[src/rtl/cpu_pkg.sv]
// rtl/cpu_pkg.sv - shared opcodes, instruction field positions and sequencer states
package cpu_pkg;

  localparam int OP_HI  = 11;
  localparam int OP_LO  = 9;
  localparam int RD_HI  = 8;
  localparam int RD_LO  = 7;
  localparam int RS_HI  = 6;
  localparam int RS_LO  = 5;
  localparam int IMM_HI = 3;
  localparam int IMM_LO = 0;

  localparam logic [2:0] OP_ADD  = 3'b000;
  localparam logic [2:0] OP_NAND = 3'b001;
  localparam logic [2:0] OP_LDI  = 3'b010;
  localparam logic [2:0] OP_BEQ  = 3'b011;
  localparam logic [2:0] OP_JMP  = 3'b100;
  localparam logic [2:0] OP_HALT = 3'b101;
  localparam logic [2:0] OP_NOP  = 3'b110;

  typedef enum logic [2:0] {
    IDLE   = 3'd0,
    FETCH  = 3'd1,
    DECODE = 3'd2,
    EXEC   = 3'd3,
    WB     = 3'd4,
    HALT   = 3'd5
  } state_t;

endpackage

[src/rtl/regfile_4x4.sv]
// rtl/regfile_4x4.sv - 4x4-bit register file, two async read ports, debug read, one sync write
module regfile_4x4 (
  input  logic       clk,
  input  logic       rst_n,
  input  logic       we,
  input  logic [1:0] waddr,
  input  logic [3:0] wdata,
  input  logic [1:0] raddr_a,
  output logic [3:0] rdata_a,
  input  logic [1:0] raddr_b,
  output logic [3:0] rdata_b,
  input  logic [1:0] dbg_sel,
  output logic [3:0] dbg_data
);

  logic [3:0] regs [4];

  // single write port; asynchronous clear of all entries
  always_ff @(posedge clk or negedge rst_n) begin
    if (!rst_n) begin
      for (int i = 0; i < 4; i++) regs[i] <= 4'd0;
    end else if (we) begin
      regs[waddr] <= wdata;
    end
  end

  assign rdata_a  = regs[raddr_a];
  assign rdata_b  = regs[raddr_b];
  assign dbg_data = regs[dbg_sel];

endmodule

[src/rtl/cpu_ctrl.sv]
// rtl/cpu_ctrl.sv - multi-cycle fetch/decode/exec/writeback sequencer for the 4-bit CPU
module cpu_ctrl
  import cpu_pkg::*;
#(
  parameter int PC_W     = 4,
  parameter int ALU_WAIT = 3
) (
  input  logic            clk,
  input  logic            rst_n,
  input  logic            start,
  output logic            imem_req,
  output logic [PC_W-1:0] imem_addr,
  input  logic            imem_ack,
  input  logic [11:0]     imem_rdata,
  output logic [3:0]      alu_a,
  output logic [3:0]      alu_b,
  output logic            alu_sel,
  input  logic [3:0]      alu_res,
  input  logic            alu_eq,
  output logic            busy,
  output logic            halted,
  input  logic [1:0]      dbg_sel,
  output logic [3:0]      dbg_data
);

  // a zero settle window would skip EXEC entirely, so clamp to one cycle
  localparam int WAIT_N = (ALU_WAIT < 1) ? 1 : ALU_WAIT;
  localparam int CNT_W  = $clog2(WAIT_N + 1);

  state_t            state, state_nxt;
  logic [PC_W-1:0]   pc, pc_nxt, pc_inc;
  logic [11:0]       instr;
  logic [CNT_W-1:0]  cnt;
  logic [3:0]        res_q;
  logic              eq_q;
  logic              ld_instr, ld_cnt, sample;
  logic              rf_we;
  logic [3:0]        rf_wdata;
  logic [3:0]        rd_a, rd_b;
  logic [2:0]        op;
  logic [1:0]        rd;
  logic [3:0]        imm;

  assign op     = instr[OP_HI:OP_LO];
  assign rd     = instr[RD_HI:RD_LO];
  assign imm    = instr[IMM_HI:IMM_LO];
  assign pc_inc = pc + PC_W'(1);

  // operands are read straight from the incoming word so they are valid in DECODE
  regfile_4x4 u_regfile (
    .clk      (clk),
    .rst_n    (rst_n),
    .we       (rf_we),
    .waddr    (rd),
    .wdata    (rf_wdata),
    .raddr_a  (imem_rdata[RD_HI:RD_LO]),
    .rdata_a  (rd_a),
    .raddr_b  (imem_rdata[RS_HI:RS_LO]),
    .rdata_b  (rd_b),
    .dbg_sel  (dbg_sel),
    .dbg_data (dbg_data)
  );

  // state register
  always_ff @(posedge clk or negedge rst_n) begin
    if (!rst_n) state <= IDLE;
    else        state <= state_nxt;
  end

  // next state, pc update, register write strobe and fetch request
  always_comb begin
    state_nxt = state;
    pc_nxt    = pc;
    imem_req  = 1'b0;
    ld_instr  = 1'b0;
    ld_cnt    = 1'b0;
    sample    = 1'b0;
    rf_we     = 1'b0;
    rf_wdata  = res_q;
    case (state)
      IDLE, HALT: begin
        if (start) begin
          pc_nxt    = '0;
          state_nxt = FETCH;
        end
      end
      FETCH: begin
        imem_req = 1'b1;
        if (imem_ack) begin
          ld_instr  = 1'b1;
          state_nxt = DECODE;
        end
      end
      DECODE: begin
        case (op)
          OP_ADD, OP_NAND, OP_BEQ: begin
            ld_cnt    = 1'b1;
            state_nxt = EXEC;
          end
          OP_LDI: begin
            rf_we     = 1'b1;
            rf_wdata  = imm;
            pc_nxt    = pc_inc;
            state_nxt = FETCH;
          end
          OP_JMP: begin
            pc_nxt    = PC_W'(imm);
            state_nxt = FETCH;
          end
          OP_HALT: state_nxt = HALT;
          default: begin
            pc_nxt    = pc_inc;
            state_nxt = FETCH;
          end
        endcase
      end
      EXEC: begin
        if (cnt == CNT_W'(1)) begin
          sample    = 1'b1;
          state_nxt = WB;
        end
      end
      WB: begin
        state_nxt = FETCH;
        if (op == OP_BEQ) begin
          pc_nxt = eq_q ? PC_W'(imm) : pc_inc;
        end else begin
          rf_we  = 1'b1;
          pc_nxt = pc_inc;
        end
      end
      default: state_nxt = IDLE;
    endcase
  end

  // datapath: pc, instruction latch, settle counter, ALU operand/result registers
  always_ff @(posedge clk or negedge rst_n) begin
    if (!rst_n) begin
      pc      <= '0;
      instr   <= 12'd0;
      cnt     <= '0;
      res_q   <= 4'd0;
      eq_q    <= 1'b0;
      alu_a   <= 4'd0;
      alu_b   <= 4'd0;
      alu_sel <= 1'b0;
    end else begin
      pc <= pc_nxt;
      if (ld_instr) begin
        instr   <= imem_rdata;
        alu_a   <= rd_a;
        alu_b   <= rd_b;
        alu_sel <= (imem_rdata[OP_HI:OP_LO] == OP_NAND);
      end
      if (ld_cnt)              cnt <= CNT_W'(WAIT_N);
      else if (state == EXEC)  cnt <= cnt - CNT_W'(1);
      if (sample) begin
        res_q <= alu_res;
        eq_q  <= alu_eq;
      end
    end
  end

  assign imem_addr = pc;
  assign busy      = (state != IDLE) && (state != HALT);
  assign halted    = (state == HALT);

endmodule

[config.mk]
export PLATFORM = sky130hd
export DESIGN_NAME = cpu_ctrl
export DESIGN_NICKNAME = d
export VERILOG_FILES = /design/src/rtl/cpu_pkg.sv /design/src/rtl/regfile_4x4.sv /design/src/rtl/cpu_ctrl.sv
export SDC_FILE = /design/constraint.sdc
export NUM_CORES = 1
export LEC_CHECK = 0
export CAP_MARGIN = 20
export CORE_UTILIZATION = 40
export CTS_CLUSTER_SIZE = 16
export DETAILED_ROUTE_END_ITERATION = 6
export DONT_BUFFER_PORTS = 1
export SLEW_MARGIN = 20
export SYNTH_ARGS = -nofsm -noshare
export SYNTH_HDL_FRONTEND = slang
export SYNTH_SLANG_ARGS = --single-unit
[constraint.sdc]
create_clock -name clk -period 1.7 [get_ports clk]
set_input_delay 0.17 -clock clk [delete_from_list [all_inputs] [get_ports clk]]
set_output_delay 0.17 -clock clk [all_outputs]
set_load 0.02 [all_outputs]
Word level (Yosys, flattened, before mapping)
Cells that the tools add are included.
{ "classes": {"add_sub_neg": 2, "order_cmp": 5, "n_eq_ne": 17, "muxes": 36, "bitwise_logic": 4, "reduce_logical": 12} }
{ "ops": {"columns": ["cell", "n"], "rows": [
  ["$mux 4", 12],
  ["$bmux 4 s2", 3],
  ["$bwmux 16", 1],
  ["$pmux 3 s5", 1],
  ["$eq 3x2->1 const B", 4],
  ["$eq 3x3->1 const B", 4],
  ["$ge 3x3->1 const B", 4],
  ["$not 2->3", 4],
  ["$pmux 4 s3", 1],
  ["$eq 3x1->1 const B", 3],
  ["$mux 1", 9],
  ["$mux 3", 3],
  ["$demux 4 s2", 1],
  ["$ne 2x2->1 const B", 4],
  ["$pmux 4 s2", 1],
  ["$logic_not 3->1", 2],
  ["$pmux 3 s2", 1],
  ["$reduce_and 3->1", 2],
  ["$reduce_bool 3->1", 2],
  ["$add 4x1->4 const B", 1],
  ["$mux 2", 2],
  ["$reduce_or 4->1", 1],
  ["$lt 3x1->1 const B", 1],
  ["$ne 3x3->1 const B", 1],
  ["7 further kinds", 8]
]} }
{ "word_totals": {"regBits": 51, "out_inout_bits": 20, "elab_cells": 89} }

Longest topological paths before layout
Gate-level depths: netlist of the first run.
{ "logic_depth": {"word_depth": 6, "mapped_depth": 7, "mapped_depth_nobuf": 5} }

Hierarchy
A second synthesis of the first run with hierarchy kept.
{ "unflattened": {"hier_cells": 183, "area_unflattened_um2": 2462.4} }
{ "by_module_without_submodules": {"columns": ["mod", "instances", "cells_each", "area_each_um2", "seq_area_each_um2"], "rows": [
  ["cpu_ctrl", 1, 135, 1561.5, 800.8],
  ["regfile_4x4", 1, 48, 900.9, 400.4]
]} }

Least setup slack after synthesis of the first run
Ideal clock, no wire load.
{ "synth_path": {"kind": "register to register", "start": "register state[2]", "end": "register instr[0]", "setup_ns": 0.125, "arrival_time_ns": 1.698, "slack_ns": -0.123, "path_stages_with_launch": 7, "path_buffers": 2, "period_less_slack_ns": 1.823, "cell_sequence": "dfrtp_1 -> buf_2 -> nand2b_1 -> nor2_1 -> and2_1 -> buf_2 -> mux2_2"} }
{ "synth_via": {"elab_chain_cells": 2} }
{ "synth_rtl": {"columns": ["item", "line_no", "source"], "rows": [
  ["start: declaration", "cpu_ctrl.sv:30", "state_t state, state_nxt;"],
  ["start signal: assignment", "cpu_ctrl.sv:67", "else state <= state_nxt;"],
  ["$eq 3x1->1", "cpu_ctrl.sv:80", "case (state)"],
  ["$mux 1", "cpu_ctrl.sv:80", null],
  ["end signal: assignment", "cpu_ctrl.sv:150", "instr <= imem_rdata;"],
  ["end: declaration", "cpu_ctrl.sv:32", "logic [11:0] instr;"]
]} }
Every way passes these cells.
A chain may end at the register's enable or synchronous reset.

Worst setup path after layout of the first run
{ "layout_path": {"start": "register instr[9]", "end": "register pc[2], in the netlist imem_addr[2]"} }
{ "layout_via": {"elab_chain_cells": 4, "elab_cells_between_ends": 11, "cone_classes": "5 x eq/ne; 3 x mux; 3 x reduce/logical"} }
{ "layout_rtl": {"columns": ["item", "line_no", "source"], "rows": [
  ["$eq 3x2->1 (tied with other cells)", "cpu_ctrl.sv:95, cpu_ctrl.sv:125", null],
  ["$reduce_or 4->1 (no line)", null, null],
  ["$pmux 4 s2 or $ne 2x2->1 (tied branches)", null, null],
  ["$pmux 4 s3 or $reduce_and 3->1 (tied branches)", null, null],
  ["end signal: assignment", "cpu_ctrl.sv:148", "pc <= pc_nxt;"],
  ["end: declaration", "cpu_ctrl.sv:31", "logic [PC_W-1:0] pc, pc_nxt, pc_inc;"]
]} }
Parallel ways exist; a longest one is shown, timed or not.

==> results of run 1 <==
## area by class of cell
cell class | instances | area, um2
inverters | 11 | 41.3
multi-input cells | 123 | 1210
flip-flops and latches | 48 | 1200
repair buffers | 17 | 165
fillers | 507 | 3040
well taps | 75 | 93.8
clock buffers | 5 | 68.8
clock inverters | 2 | 60.1
## state kept, by name (all words and copies together) (netlist names)
name,cells
instr,9
alu_sel,1
res_q,4
alu_a,4
u_regfile.regs,16
imem_addr,4
eq_q,1
alu_b,4
state,3
cnt,2
## critical path: stages, from the launching register on
cell and delay [ns]:
dfrtp_1 0.42, or3b_1 0.42, and2_4 0.16, a31o_4 0.23, a32oi_2 0.22, o22ai_1 0.11
## worst max-delay path by stage
stage	startpoint	endpoint	slack, ns	depth (start not counted)
2_1_floorplan	state[1]	u_regfile.regs[0]	0.02	7
3_3_place_gp	instr[9]	u_regfile.regs[0]	-0.008	5
3_5_place_dp	instr[9]	u_regfile.regs[1]	-0.08	5
4_1_cts	instr[9]	u_regfile.regs[1]	0.008	5
5_1_grt	instr[11]	u_regfile.regs[4]	-0.03	5
6_report	instr[9]	imem_addr[2]	0.02	5
## kinds of logic (layout without fill, tap and decap cells)
| family | after synthesis | after routing | synth area share |
|---|---|---|---|
| AO/OA/AOI/OAI | 24 | 24 | 0.0623 |
| adder cells (fa/ha/maj) | 4 | 4 | 0.0185 |
| buffers and inverters | 17 | 35 | 0.0304 |
| AND/OR/NAND/NOR | 41 | 41 | 0.0901 |
| flip-flops | 48 | 48 | 0.494 |
| XOR/XNOR | 1 | 1 | 0.00360 |
| multiplexers | 53 | 53 | 0.301 |
## stage by stage
| stage | hold slack (ns) | setup TNS, ns | total power, mW | cell area (um2) | cells |
|---|---|---|---|---|---|
| CTS | 0.00547 | 0 | 5.15 | 2820 | 281 |
| global placement | -0.124 | -0.0258 | 3.99 | 2620 | 271 |
| detailed placement | -0.124 | -0.466 | 4.09 | 2620 | 271 |
| global route | 0.00132 | -0.343 | 5.50 | 2840 | 281 |
| finish | 0.0146 | 0 | 5.15 | 2840 | 281 |
| floorplan | -0.126 | 0 | 3.49 | 2440 | 188 |
## cell usage in the layout (no fill, tap or decap), types with 3 or more instances in the layout
| cell | instances |
|---|---|
| nand3b_1 | 4 |
| inv_1 | 10 |
| dfrtp_1 | 47 |
| nand3_1 | 6 |
| mux4_2 | 12 |
| nor2_1 | 8 |
| mux2_2 | 40 |
| o22ai_1 | 3 |
| a21oi_1 | 10 |
| clkbuf_8 | 5 |
| nand2_1 | 11 |
| o21ai_0 | 3 |
| buf_4 | 13 |
## power breakdown
part	switching (mW)	leakage, nW	internal, mW
combinational	0.945	0.563	1.10
clock	0.370	0.0642	0.579
sequential	0.560	0.608	1.60
## metal layers
layer	track usage	up-vias
li1	-	727
met1	0.226	819
met2	0.275	40
met3	0.0480	2
met4	0.0536	0
met5	0	-
## timing repair
action | in CTS | in global routing
hold endpoints to repair | 49 | 0
gates resized for setup | 6 | 6
pin swaps | 3 | 5
hold buffers | 3 | 0
setup endpoints to repair | 14 | 31
==> impl_metrics.tcl, run 1 <==
set metrics [dict create \
    outcome "complete, but fails checks" \
    violations "design-rule violations" \
    clock_sinks 48 \
    grt_pass1_vias 1647 \
    drive_gt1_frac 0.427 \
    critPathKind "flip-flop to flip-flop" \
    start_util 0.413 \
    worstHoldPathCells 1 \
    finish.utilization 0.483 \
    synth.most_common_cell "dfrtp_1" \
    grt_pass1_wl_um 8200 \
    min_path_type "input port to flip-flop" \
    route.met2.wl_um 2550 \
    n_antenna_cell 0 \
    crit_arrival_ns 1.86 \
    worstSkewPairLatency_ns 0.30 \
    synth-seq-cells 48 \
    synthesis.nets 213 \
    finalCritPeriodShare 0.988 \
    maxSlewHeadroom 0.801 \
    critPathMaxFanout 6 \
    cts_inserted_buffers 5 \
    cp.required_ns 1.88 \
    top_layer_used "met4" \
    r2r-end "imem_addr[2]" \
    leakage_nw 1.24 \
    fmax_ghz 0.596 \
    yosys-top-cells-count "48 x dfrtp_1, 41 x mux2_2, 12 x mux4_2, 11 x nand2_1" \
    setup_viol 0 \
    antenna_found_initial 0 \
    ys_seq_area_frac 0.494 \
    hold_viol 0 \
    wl_met1_um 2190 \
    r2r_setup_slack_ns 0.02 \
    r2r-start "instr[9]" \
    worstSetupEndpointType "flip-flop" \
    drc 1 \
    synthTopCellsByArea "dfrtp_1 49%, mux2_2 19%, mux4_2 11%" \
    ios 43 \
    first_pass_iters 6 \
    io_buffer_count 0 \
    drt_iter0_drc 98 \
    vias 1588 \
    die_h_um 80.0 \
    start_kind "flip-flop" \
    grt_max_degree 49 \
    totalWireLength_um 5070 \
    cts-htree-levels 2 \
    cts_max_path_buffers 2 \
    die_x_um 80.0 \
    track_usage 0.172 \
    post-place-ws_ns -0.0771 \
    drtAntennaViolNets 0 \
    overflow 0 \
    fin_crit_ns 1.68 \
    post-cts-setup-buffers 0 \
    nets 231 \
    fin_ws_ns 0.0210 \
    num_rows 28 \
    synthArstFlopShare 1.00 \
    core-area_um2 5890 \
    clk_pin_slew_worst_paths_ns 0.09 \
    post-dp-hpwl_um 3680 \
    worst_pin_slew_ns 0.295 \
    avgSynthCellArea_um2 12.9 \
    hold_path_end "res_q[0]" \
    ir_drop_v 0.000689 \
    syn_area_um2 2430 \
    cts_tree "yes" \
    wire_per_inst_um 18.0 \
    maxCapViolCount 0 \
    p_per_area_nw_per_um2 1810 \
    vias_per_cell 5.65 \
    finClkSkew_ns 0.00809 \
    worst_r2r_path_depth 5 \
    yosysTopAreaCell "dfrtp_1" \
    synth_edf_count 0 \
    yosysWarnings 0 \
    finalMaxSlewViolations 0 \
    area_delta_synth_final_pct 16.9 \
    synth_cells 188 \
    yosys.area.top_type_share 0.494 \
    place_congestion 0.883 \
    yosys.cell_types.count 33 \
    clock-root-buffer "clkbuf_8" \
    dr_wl_met3_um 300 \
    rsz0062_at_grt "yes" \
    ys.flop_type "dfrtp_1" \
    die_area_um2 6390 \
    worstHoldStart "alu_res[0]" \
]
Note: power is estimated with default switching activity, not from simulation.
==> run 2: changes to the inputs <==
--- a/config.mk
+++ b/config.mk
@@ -10,6 +10,7 @@
 export CTS_CLUSTER_SIZE = 16
 export DETAILED_ROUTE_END_ITERATION = 6
 export DONT_BUFFER_PORTS = 1
+export SETUP_SLACK_MARGIN = 0.05
 export SLEW_MARGIN = 20
 export SYNTH_ARGS = -nofsm -noshare
 export SYNTH_HDL_FRONTEND = slang
==> run 2 against run 1 <==
The flow finishes with violations (design-rule violations, negative setup slack). Global-route usage grew 0.67 points. Critical path depth grew 1. Clock skew shrank 0.0050 ns. Setup slack lost 0.067 ns. Core utilization grew 1.1 points. First-iteration DRC count grew 53%.
==> impl_metrics.tcl, run 2 (synthesis gave the netlist of run 1 again) <==
set metrics [dict create \
    critPathMaxFanout 4 \
    r2r-start "instr[9]" \
    core-area_um2 5890 \
    worst_r2r_path_depth 6 \
    cp-startpoint "instr[9]" \
    fmax_ghz 0.573 \
    grt_pass1_wl_um 8430 \
    worstSkewPairLatency_ns 0.30 \
    hold_viol 0 \
    largest_reg_flops 16 \
    finClkSkew_ns 0.00310 \
    crit_arrival_ns 1.94 \
    final_cell_mix "47 x dfrtp_1, 41 x mux2_2, 13 x buf_4" \
    track_usage 0.179 \
    mostFrequentLayoutCell "dfrtp_1" \
    worst_pin_slew_ns 0.337 \
    r2r_setup_slack_ns -0.05 \
    regMostFlops "u_regfile.regs" \
    finalMaxSlewViolations 0 \
    ios 43 \
    cts-htree-levels 2 \
    maxSlewHeadroom 0.772 \
    critPathKind "flip-flop to flip-flop" \
    clk_pin_slew_worst_paths_ns 0.09 \
    maxCapViolCount 0 \
    fin_ws_ns -0.0457 \
    io_buffer_count 0 \
    violations "design-rule violations, negative setup slack" \
    ir_drop_v 0.000793 \
    post-dp-hpwl_um 3870 \
    nets 239 \
    rsz0062_at_grt "yes" \
    design_area_um2 2910 \
    cp.required_ns 1.89 \
    start_kind "flip-flop" \
    totalWireLength_um 5490 \
    drt_iter0_drc 150 \
    drtAntennaViolNets 0 \
    cts_max_path_buffers 2 \
    p_per_area_nw_per_um2 1740 \
    setup_viol 10 \
    n_antenna_cell 0 \
    antenna_found_initial 0 \
    r2r-end "u_regfile.regs[5]" \
    drc 1 \
    outcome "complete, but fails checks" \
    overflow 0 \
    nFillCells 507 \
    grt_pass1_vias 1673 \
    worstSetupEndpointType "flip-flop" \
    wire_per_inst_um 18.9 \
    post-place-ws_ns -0.0309 \
    place_congestion 0.792 \
    first_pass_iters 6 \
    leakage_nw 1.26 \
    place_area_um2 2620 \
    largestRegisters "u_regfile.regs: 16 flops, instr: 9 flops" \
    dp_cells 270 \
    grt_max_degree 49 \
    min_path_type "input port to flip-flop" \
    clock-root-buffer "clkbuf_8" \
    vias 1645 \
    vias_per_cell 5.67 \
    die_area_um2 6390 \
    stdcell_count 290 \
    area_delta_synth_final_pct 19.6 \
    drive_gt1_frac 0.442 \
    start_util 0.413 \
    cts_inserted_buffers 5 \
    hold_slack_ns 0.00615 \
    fin_crit_ns 1.75 \
    crit_path_end "u_regfile.regs[5]" \
    cts_tree "yes" \
    seqCellArea_um2 1200 \
    multi_input_area_um2 1210 \
    die_x_um 80.0 \
    num_rows 28 \
    die_h_um 80.0 \
    finalCritPeriodShare 1.03 \
    clock_sinks 48 \
]
## run 2: cell types whose count changed in the layout (fill, tap and decap cells not counted), sizes merged
cell	before	now
clkinvlp	0	1
clkbuf	5	8
bufinv	2	0
dlygate4sd3	2	8
buf	15	16
## run 2: worst min-delay path by stage
stage	cells after the start	end	from
5_1_grt	1	instr[3]	imem_rdata[3]
2_1_floorplan	0	alu_a[0]	rst_n
3_3_place_gp	0	state[0]	rst_n
6_report	2	instr[9]	imem_rdata[9]
3_5_place_dp	0	state[0]	rst_n
4_1_cts	1	res_q[0]	alu_res[0]
## run 2: layer usage
| metal | global-route usage | routed length [um] | vias up |
|---|---|---|---|
| li1 | - | - | 750 |
| met1 | 0.226 | 2290 | 843 |
| met2 | 0.287 | 2820 | 45 |
| met3 | 0.0469 | 294 | 7 |
| met4 | 0.0786 | 83 | 0 |
| met5 | 0 | 0 | - |
## run 2: worst max-delay path: stages (launching register included)
cell and delay [ns]:
dfrtp_1 0.43, nor3b_2 0.22, nand3b_1 0.12, a21oi_2 0.18
buf_4 0.14, nand3b_1 0.20, mux2_2 0.34
## run 2: report_power, final
group          internal [mW]  switching [mW]
Clock                  0.331           0.397
Combinational           1.18            1.01
Sequential              1.60           0.551
Total                   3.11            1.96
## run 2: metrics by stage
step / total power [mW] / TNS [ns] / util
finish: 5.07 / -0.269 / 0.494
global route: 5.41 / -1.29 / 0.494
CTS: 4.93 / -0.153 / 0.474
detailed placement: 4.10 / -0.187 / 0.445
global placement: 3.96 / 0 / 0.445
floorplan: 3.51 / 0 / -
## run 2: final cells by class
class | count | area share
multi-input combinational | 123 | 0.418
sequential | 48 | 0.414
timing repair buffer | 25 | 0.0899
tap | 75 | 0.0323
clock buffer | 7 | 0.0297
inverter | 11 | 0.0142
clock inverter | 1 | 0.00258
## run 2: timing repair
| action | in CTS | in global routing |
|---|---|---|
| gates resized for setup | 6 | 9 |
| hold endpoints to repair | 49 | 6 |
| gates cloned | 0 | 1 |
| buffers inserted | 1 | 1 |
| endpoints found under the setup margin | 19 | 41 |
| hold buffers | 3 | 6 |
| pin swaps | 2 | 3 |
